`config.mk`:
```
export PLATFORM = sky130hd
export DESIGN_NAME = vec_magnitude_iter
export DESIGN_NICKNAME = d
export VERILOG_FILES = /design/src/rtl/vec_magnitude_iter.sv
export SDC_FILE = /design/constraint.sdc
export NUM_CORES = 1
export LEC_CHECK = 0
export ABC_AREA = 1
export BUFFER_PORTS_ARGS = -buffer_cell sky130_fd_sc_hd__buf_2
export CORE_MARGIN = 2
export CORE_UTILIZATION = 45
export DETAILED_ROUTE_END_ITERATION = 6
export HOLD_SLACK_MARGIN = 0.03
export PLACE_DENSITY_LB_ADDON = 0.25
export SLEW_MARGIN = 10
export SYNTH_ARGS = -nofsm -noshare
export SYNTH_HDL_FRONTEND = slang
export SYNTH_SLANG_ARGS = --single-unit
```
`constraint.sdc`:
```
create_clock -name clk -period 11 [get_ports clk]
set_input_delay 2.2 -clock clk [delete_from_list [all_inputs] [get_ports clk]]
set_output_delay 2.2 -clock clk [all_outputs]
set_load 0.02 [all_outputs]
```
`src/rtl/vec_magnitude_iter.sv`:
```
`default_nettype none
// ============================================================================
// Module      : vec_magnitude_iter
// Description : Multi-cycle Euclidean magnitude engine.
//               out_mag = floor(sqrt(sum ch[i]^2)) over NUM_CH channels.
//               One channel is squared per cycle, then a bit-serial restoring
//               square root produces one result bit per cycle.
//               Optional round-to-nearest stage when VEC_MAG_ROUND_EN is
//               defined (adds one RND cycle of latency).
// Ports       : clk, rst (async, active-high), ena (global advance enable)
//               in_valid / in_ready / in_data   - input handshake + channels
//               out_valid / out_ready           - output handshake
//               out_mag (DATA_W+1), out_sumsq (2*DATA_W+2) - results
// Revision    : 1.0 - initial release
// ============================================================================
module vec_magnitude_iter #(
    parameter int DATA_W    = 8,
    parameter int NUM_CH    = 2,
    parameter int SIGNED_IN = 0
) (
    input  logic                     clk,
    input  logic                     rst,
    input  logic                     ena,
    input  logic                     in_valid,
    output logic                     in_ready,
    input  logic [NUM_CH*DATA_W-1:0] in_data,
    output logic                     out_valid,
    input  logic                     out_ready,
    output logic [DATA_W:0]          out_mag,
    output logic [2*DATA_W+1:0]      out_sumsq
);

    localparam int c_SUM_W = 2 * DATA_W + 2;
    localparam int c_OUT_W = DATA_W + 1;
    localparam int c_CMP_W = c_SUM_W + 2;
    localparam int c_IN_W  = NUM_CH * DATA_W;

    typedef enum logic [2:0] {
        ST_IDLE = 3'd0,
        ST_SQ   = 3'd1,
        ST_ROOT = 3'd2,
        ST_RND  = 3'd3,
        ST_DONE = 3'd4
    } state_t;

    state_t               r_state;
    state_t               w_state_nxt;
    logic [c_IN_W-1:0]    r_data;
    logic [c_SUM_W-1:0]   r_acc;
    logic [2:0]           r_cnt;
    logic [c_OUT_W-1:0]   r_root;
    logic [c_OUT_W-1:0]   r_mask;
    logic [c_OUT_W-1:0]   r_mag;
    logic [c_SUM_W-1:0]   r_sumsq;

    logic                 w_accept;
    logic [DATA_W-1:0]    w_ch;
    logic [2*DATA_W-1:0]  w_ch_ext;
    logic [2*DATA_W-1:0]  w_sq;
    logic [c_OUT_W-1:0]   w_t;
    logic [c_CMP_W-1:0]   w_t_ext;
    logic [c_CMP_W-1:0]   w_tt;
    logic [c_CMP_W-1:0]   w_acc_ext;
    logic [c_OUT_W-1:0]   w_root_nxt;

    assign in_ready  = (r_state == ST_IDLE) & ena & ~rst;
    assign w_accept  = in_valid & in_ready;
    assign out_valid = (r_state == ST_DONE);
    assign out_mag   = r_mag;
    assign out_sumsq = r_sumsq;

    // Channels are shifted down as they are consumed, so the active one is
    // always in the low slot. Sign extension to 2*DATA_W makes the modular
    // product equal the true square (which always fits 2*DATA_W bits).
    assign w_ch     = r_data[DATA_W-1:0];
    assign w_ch_ext = (SIGNED_IN != 0) ? {{DATA_W{w_ch[DATA_W-1]}}, w_ch}
                                       : {{DATA_W{1'b0}}, w_ch};
    assign w_sq     = w_ch_ext * w_ch_ext;

    // Restoring root step: try setting the current bit, keep it if t^2 <= acc.
    assign w_t        = r_root | r_mask;
    assign w_t_ext    = {{(c_CMP_W - c_OUT_W){1'b0}}, w_t};
    assign w_tt       = w_t_ext * w_t_ext;
    assign w_acc_ext  = {2'b00, r_acc};
    assign w_root_nxt = (w_tt <= w_acc_ext) ? w_t : r_root;

`ifdef VEC_MAG_ROUND_EN
    logic [c_CMP_W-1:0] w_r_ext;
    logic [c_CMP_W-1:0] w_rr;
    logic [c_CMP_W-1:0] w_rem;
    logic               w_round_up;

    // Remainder above r means sqrt(acc) >= r + 0.5, so round up.
    assign w_r_ext    = {{(c_CMP_W - c_OUT_W){1'b0}}, r_root};
    assign w_rr       = w_r_ext * w_r_ext;
    assign w_rem      = w_acc_ext - w_rr;
    assign w_round_up = (w_rem > w_r_ext);
`endif

    always_comb begin
        w_state_nxt = r_state;
        if (ena) begin
            case (r_state)
                ST_IDLE: if (w_accept) w_state_nxt = ST_SQ;
                ST_SQ:   if (r_cnt == 3'(NUM_CH - 1)) w_state_nxt = ST_ROOT;
                ST_ROOT: begin
                    if (r_mask[0]) begin
`ifdef VEC_MAG_ROUND_EN
                        w_state_nxt = ST_RND;
`else
                        w_state_nxt = ST_DONE;
`endif
                    end
                end
                ST_RND:  w_state_nxt = ST_DONE;
                ST_DONE: if (out_ready) w_state_nxt = ST_IDLE;
                default: w_state_nxt = ST_IDLE;
            endcase
        end
    end

    always_ff @(posedge clk or posedge rst) begin
        if (rst) begin
            r_state <= ST_IDLE;
        end else begin
            r_state <= w_state_nxt;
        end
    end

    always_ff @(posedge clk or posedge rst) begin
        if (rst) begin
            r_data  <= '0;
            r_acc   <= '0;
            r_cnt   <= '0;
            r_root  <= '0;
            r_mask  <= '0;
            r_mag   <= '0;
            r_sumsq <= '0;
        end else if (ena) begin
            case (r_state)
                ST_IDLE: begin
                    if (w_accept) begin
                        r_data <= in_data;
                        r_acc  <= '0;
                        r_cnt  <= '0;
                    end
                end
                ST_SQ: begin
                    r_acc  <= r_acc + {2'b00, w_sq};
                    r_data <= r_data >> DATA_W;
                    r_cnt  <= r_cnt + 3'd1;
                    r_root <= '0;
                    r_mask <= {1'b1, {(c_OUT_W - 1){1'b0}}};
                end
                ST_ROOT: begin
                    r_root <= w_root_nxt;
                    r_mask <= r_mask >> 1;
`ifndef VEC_MAG_ROUND_EN
                    if (r_mask[0]) begin
                        r_mag   <= w_root_nxt;
                        r_sumsq <= r_acc;
                    end
`endif
                end
`ifdef VEC_MAG_ROUND_EN
                ST_RND: begin
                    r_mag   <= r_root + {{(c_OUT_W - 1){1'b0}}, w_round_up};
                    r_sumsq <= r_acc;
                end
`endif
                default: ;
            endcase
        end
    end

endmodule
`default_nettype wire

```
* After elaboration in Yosys (flattened, before gate mapping) *
Cells that the tools add are included.

word-level totals
  RAM bits = 0
  memories = 0
  input port bits = 21
  register bits = 85
  word-level logic and storage cells = 48
  latch bits = 0
  bits in read-only memories = 0
  output and inout port bits = 29

cells by class
  shifts and indexed selects = 0
  bitwise logic cells = 5
  reduce and logical (&&, ||, !) cells = 7
  equal/unequal tests = 9
  add/sub/neg operators = 2
  div/mod/pow operators = 0
  order comparisons = 1
  multiplexer cells = 14
  multipliers = 2

operators by type and width
  kind                                                                    number
  18-bit one-hot mux with 2 select lines                                  1
  9-bit one-hot mux with 2 select lines                                   2
  16-bit one-hot mux with 2 select lines                                  1
  18-bit by 16-bit adder with 18-bit output                               1
  18-bit less-or-equal comparator                                         1
  9-bit by 9-bit multiplier with 18-bit output                            1
  18-bit two-way mux                                                      1
  8-bit by 8-bit multiplier with 16-bit output                            1
  16-bit two-way mux                                                      1
  3-bit two-way mux                                                       5
  3-bit one-hot mux with 5 select lines                                   1
  9-bit two-way mux                                                       1
  9-bit OR                                                                1
  3-bit by 1-bit equality test with 1-bit output (second input constant)  2
  3-bit by 2-bit equality test with 1-bit output (second input constant)  2
  2-bit inequality test (second input constant)                           3
  3-bit one-hot mux with 2 select lines                                   1
  3-bit AND reduction                                                     2
  5-bit AND reduction                                                     1
  2-bit nonzero test                                                      2
  3-bit by 1-bit adder with 3-bit output (second input constant)          1
  1-bit AND                                                               3
  3-bit equality test (second input constant)                             1
  3-bit zero test                                                         1
  other kinds (3)                                                         3

* Longest topological paths before layout *
  depth after elaboration = 6
  gate-level depth with buffers = 32
  mapped depth without buffers = 32

* Worst setup path after synthesis *
OpenSTA, ideal clock, no wires.

  path type = flip-flop to flip-flop
  from = register r_mask[0]
  to = register r_mag[6], in the netlist out_mag[6]
  arrival time = 5239 ps
  data required time = 10881 ps
  path buffers = 0
  setup time = 119 ps
  cell stages (with the launch flop) = 30
  path slack = 5642 ps
  clock period less this slack = 5358 ps
  path through = dfrtp_1 nor2_1 nor2_1 ha_1 xnor2_1 fa_1 inv_1 fa_1 inv_1 fa_1 inv_1 ha_1 a21oi_1 o21ai_0 nand2_1 nand3_1 nand2_1 inv_1 o21bai_1 nand2_1 ha_1 nand2_1 nor2_1 nand2_1 inv_1 nand4_1 nand3_1 nand3_1 nand3_1 nand2_1

between the ends
  longest elaborated chain between the ends = 4
  elaborated cells on any way between the ends = 5
  classes of those cells = mul: 1; order compare: 1; mux: 1; bitwise: 1; reduce/logical: 1

RTL lines
  element                                       line  RTL
  start, declared                               52    logic [c_OUT_W-1:0] r_mask;
  start signal, assigned                        153   r_mask <= {1'b1, {(c_OUT_W - 1){1'b0}}};
  start signal, assigned                        157   r_mask <= r_mask >> 1;
  9-bit OR                                      81    assign w_t = r_root | r_mask;
  9-bit by 9-bit multiplier with 18-bit output  83    assign w_tt = w_t_ext * w_t_ext;
  18-bit less-or-equal comparator               85    assign w_root_nxt = (w_tt <= w_acc_ext) ? w_t : r_root;
  9-bit two-way mux                             85
  end signal, assigned                          160   r_mag <= w_root_nxt;
  end, declared                                 53    logic [c_OUT_W-1:0] r_mag;

Several ways; a longest one is shown, not always the timed one.
A chain may end at the register's enable or synchronous reset.

* Final worst setup path *
  from = register r_mask[1]
  to = register r_mag[3], in the netlist out_mag[3]

between the ends
  longest elaborated chain between the ends = 4

RTL lines
  element                                       line
  9-bit OR                                      81
  9-bit by 9-bit multiplier with 18-bit output  83
  18-bit less-or-equal comparator               85
  9-bit two-way mux                             85

Every way passes these cells.

==> Flow_metrics.wiki <==
{| class="wikitable"
! Metric !! Value
|-
| Status || finished, final reports clean
|-
| Number of cells on the worst reg-to-reg path || 29
|-
| Synth Instances || ~1000
|-
| GR Overflow Total || 0
|-
| Top Family by Delay on Critical Path || adder cells
|-
| Post-CTS setup buffer count || 0
|-
| Count of flip-flops with a built-in enable after synthesis || 0
|-
| Routed length per placed instance || 14.3 um
|-
| Portion of the post-synthesis area used by sequential elements || 25.4%
|-
| Cells taking the most area after synthesis || sky130_fd_sc_hd__dfrtp_1 (25%), sky130_fd_sc_hd__fa_1 (17%), sky130_fd_sc_hd__ha_1 (14%)
|-
| Number of diodes || 0
|-
| Detailed placement HPWL || 15100 um
|-
| Boundary pin count || 50
|-
| DR DRC count || 0
|-
| Maxcap violations || 0
|-
| Register area || 2130 um^2
|-
| ANT nets after route || 0
|-
| Clock root cell || sky130_fd_sc_hd__clkbuf_16
|-
| Distinct cells, synth || 41
|-
| Most common cell type on the critical path || sky130_fd_sc_hd__nand2_1
|-
| Most frequent cell after synthesis || sky130_fd_sc_hd__inv_1
|-
| Floorplan die height || about 140 um
|-
| Iteration count of the initial detailed-routing pass || 6
|-
| Cts repair resizes || 0
|-
| Site Rows || 49
|-
| Clock-pin slew on the worst setup and hold paths || 0.08 ns
|-
| Most instantiated cells after synthesis || sky130_fd_sc_hd__inv_1 (233), sky130_fd_sc_hd__nand2_1 (190), sky130_fd_sc_hd__ha_1 (93), sky130_fd_sc_hd__dfrtp_1 (85), sky130_fd_sc_hd__nor2_1 (80)
|-
| Worst hold path class || flop to flop
|-
| Largest fanout on the critical path || 11
|-
| Setup violators final || 0
|-
| Detailed router's first-iteration violation count || ~370
|-
| Wire length of the first global-routing pass || 32100 um
|-
| Growth of design area from synthesis to finish || 8.62%
|-
| Mean cell area of the mapped netlist || 8.15 um^2
|-
| Worst stage delay on the critical path || 0.71 ns
|-
| Layout Nets || 1257
|-
| Timing-limited maximum frequency || around 150 MHz
|-
| Maximum level of the CTS H-tree || 3
|-
| Maximum number of pins on one net before global-route repair || between 40 and 50
|-
| Clock tree from TritonCTS || yes
|-
| Ratio of routed vias to standard cells || 4.92
|-
| Clock latency on the worst-skew pair || 0.35 ns
|-
| Setup repair after global routing missed its margin || no
|-
| Final-layout fill cell count || 1727
|-
| Number of clock buffers inserted by TritonCTS || 9
|-
| Portion of synthesized cell area occupied by the leading cell type || about 25%
|-
| Area of all placed cells without fillers || 9100 um^2
|-
| Classification of the worst setup path || flop to flop
|-
| Routed wire length || 18600 um
|-
| Type of origin of the critical path || flop
|-
| Count of input and output buffers || 49
|-
| Crit path required time || 11.24 ns
|-
| Start of the worst register-to-register path || r_mask[1]
|-
| Hold_sp || out_sumsq[2]
|-
| Final Hold Fails || 0
|-
| Endpoint with the worst hold slack || out_sumsq[2]
|-
| Syn Std Cell Area || approximately 8400 um^2
|-
| Worst-margin pin slew || 0.906 ns
|-
| Number of cells traversed by the worst hold path || 2
|-
| Footprint of the multi-input gates || 5210 um^2
|-
| Setup TNS Final || 0 ns
|-
| Arrival time at the worst endpoint || 6.70 ns
|-
| Die area || 19700 um^2
|-
| Via count || 6421
|-
| Initial Utilization || 46.3%
|-
| Post-Synthesis Net Count || 1215
|-
| Initial antenna violation count || 0
|-
| Routability-driven placement congestion ratio || 0.895
|-
| Share of the cycle needed by the critical path after routing || around 60%
|-
| Placement Cell Area || roughly 9000 um^2
|-
| Capture point of the worst reg-to-reg path || out_mag[3]
|-
| Worst reg2reg setup slack || 4.53 ns
|-
| Placeable core area || 18100 um^2
|-
| Register bit total from synthesis || 85
|-
| Combined buffer and inverter count along the critical path || 5
|-
| Relative slew margins || 39.4%
|-
| Worst clock skew || around 0.012 ns
|-
| Final Slew Violations || 0
|-
| Type of element capturing the critical path || flop
|-
| Hold buffer count at CTS || 0
|-
| Hold slack final || roughly 0.48 ns
|-
| Overall global routing resource usage || 20.4%
|-
| Via count of the first global-routing pass || 6569
|-
| Width of the die || 140 um
|-
| Post-synthesis cell type with the largest combined area || sky130_fd_sc_hd__dfrtp_1
|-
| Final worst path period need || 6.47 ns
|-
| Post-synth top flop || sky130_fd_sc_hd__dfrtp_1
|-
| Async set-or-reset flop fraction in the synthesized netlist || 100%
|-
| CP max-delay cell || sky130_fd_sc_hd__nor2_1
|-
| Total of warnings raised by yosys || 0
|-
| Clock Tree Buf Depth || 2
|-
| Fraction of layout instances using a drive strength above 1 || 11.1%
|-
| Clock sinks || 85
|}
[worst max-delay path by stage]
stage	start	slack (ns)	cells after the start	endpoint
2_1_floorplan	r_mask[0]	5.64	29	out_mag[6]
3_3_place_gp	r_root[1]	4.68	29	out_mag[6]
3_5_place_dp	r_root[1]	4.61	29	out_mag[6]
4_1_cts	r_mask[1]	4.58	29	out_mag[3]
5_1_grt	r_mask[1]	4.02	29	out_mag[3]
6_report	r_mask[1]	4.53	29	out_mag[3]
[registers in the layout, indices dropped and copies added, names as in the netlist]
| name | flops |
|---|---|
| r_data | 16 |
| r_root | 9 |
| r_acc | 18 |
| r_state | 3 |
| out_mag | 9 |
| r_cnt | 3 |
| r_mask | 9 |
| out_sumsq | 18 |
[final cells by class]
cell class,instances,area share (%)
well taps,229,3.15
clock inverters,7,0.797
repair buffers,52,2.94
multi-input cells,680,57.2
clock buffers,9,2.47
flip-flops and latches,85,23.4
inverters,242,10.0
[per-layer routing]
metal / global-route usage (%) / vias to the layer above / share of wire (%)
met5: 0 / - / 0
met3: 2.70 / 15 / 3.3
met1: 28.9 / 3036 / 50
met4: 4.47 / 0 / 1.2
li1: - / 3264 / -
met2: 33.5 / 106 / 46
[through the flow]
step | utilization, % | instances | setup slack [ns]
CTS | 50.3 | 1304 | 4.58
detailed placement | 48.7 | 1288 | 4.61
finish | 50.3 | 1304 | 4.53
global route | 50.3 | 1304 | 4.02
global placement | 48.7 | 1288 | 4.68
floorplan | - | 1028 | 5.64
[worst min-delay path: stages, from the launching register on]
cell and delay, ns:
sky130_fd_sc_hd__dfrtp_1 0.35, sky130_fd_sc_hd__nand2_2 0.06, sky130_fd_sc_hd__o21ai_2 0.04
[placed cells by master, fill, tap and decap left out, types with 2 or more instances in the layout]
master	synthesis	routed
sky130_fd_sc_hd__nor2_8	2	2
sky130_fd_sc_hd__nor2_4	2	2
sky130_fd_sc_hd__nand2_4	2	2
sky130_fd_sc_hd__o21bai_1	3	3
sky130_fd_sc_hd__inv_8	0	2
sky130_fd_sc_hd__inv_6	0	3
sky130_fd_sc_hd__nand4_1	3	3
sky130_fd_sc_hd__a22o_1	3	3
sky130_fd_sc_hd__a31oi_1	4	4
sky130_fd_sc_hd__nand3b_1	3	3
sky130_fd_sc_hd__buf_4	1	3
sky130_fd_sc_hd__buf_2	3	49
sky130_fd_sc_hd__o22ai_1	16	16
sky130_fd_sc_hd__nor3_1	5	5
sky130_fd_sc_hd__a21o_1	5	5
sky130_fd_sc_hd__ha_1	93	93
sky130_fd_sc_hd__xnor2_1	17	17
sky130_fd_sc_hd__or2_2	2	2
sky130_fd_sc_hd__xor2_1	11	11
sky130_fd_sc_hd__o21ai_2	18	18
sky130_fd_sc_hd__nor2_1	80	80
sky130_fd_sc_hd__o21ai_0	40	40
sky130_fd_sc_hd__o21ai_1	4	4
sky130_fd_sc_hd__nand2_2	12	12
sky130_fd_sc_hd__o211ai_1	5	5
sky130_fd_sc_hd__nand3_1	41	41
sky130_fd_sc_hd__clkbuf_16	0	9
sky130_fd_sc_hd__nand2_1	190	190
sky130_fd_sc_hd__a21oi_1	38	38
sky130_fd_sc_hd__inv_1	233	232
sky130_fd_sc_hd__fa_1	73	73
sky130_fd_sc_hd__nor2_2	2	2
sky130_fd_sc_hd__dfrtp_1	85	85
sky130_fd_sc_hd__inv_2	7	7
[cells by family after synthesis]
family          share of synthesized area (%)
compound gates                           9.93
xor+xnor                                 2.93
fa+ha+maj                                31.3
buf+inv                                  12.4
flops                                    25.4
mux                                     0.119
simple gates                             17.9
Power is left out: the tool's default activity adds up to more than one toggle a clock period on the data nets, which glitch-free logic cannot reach.
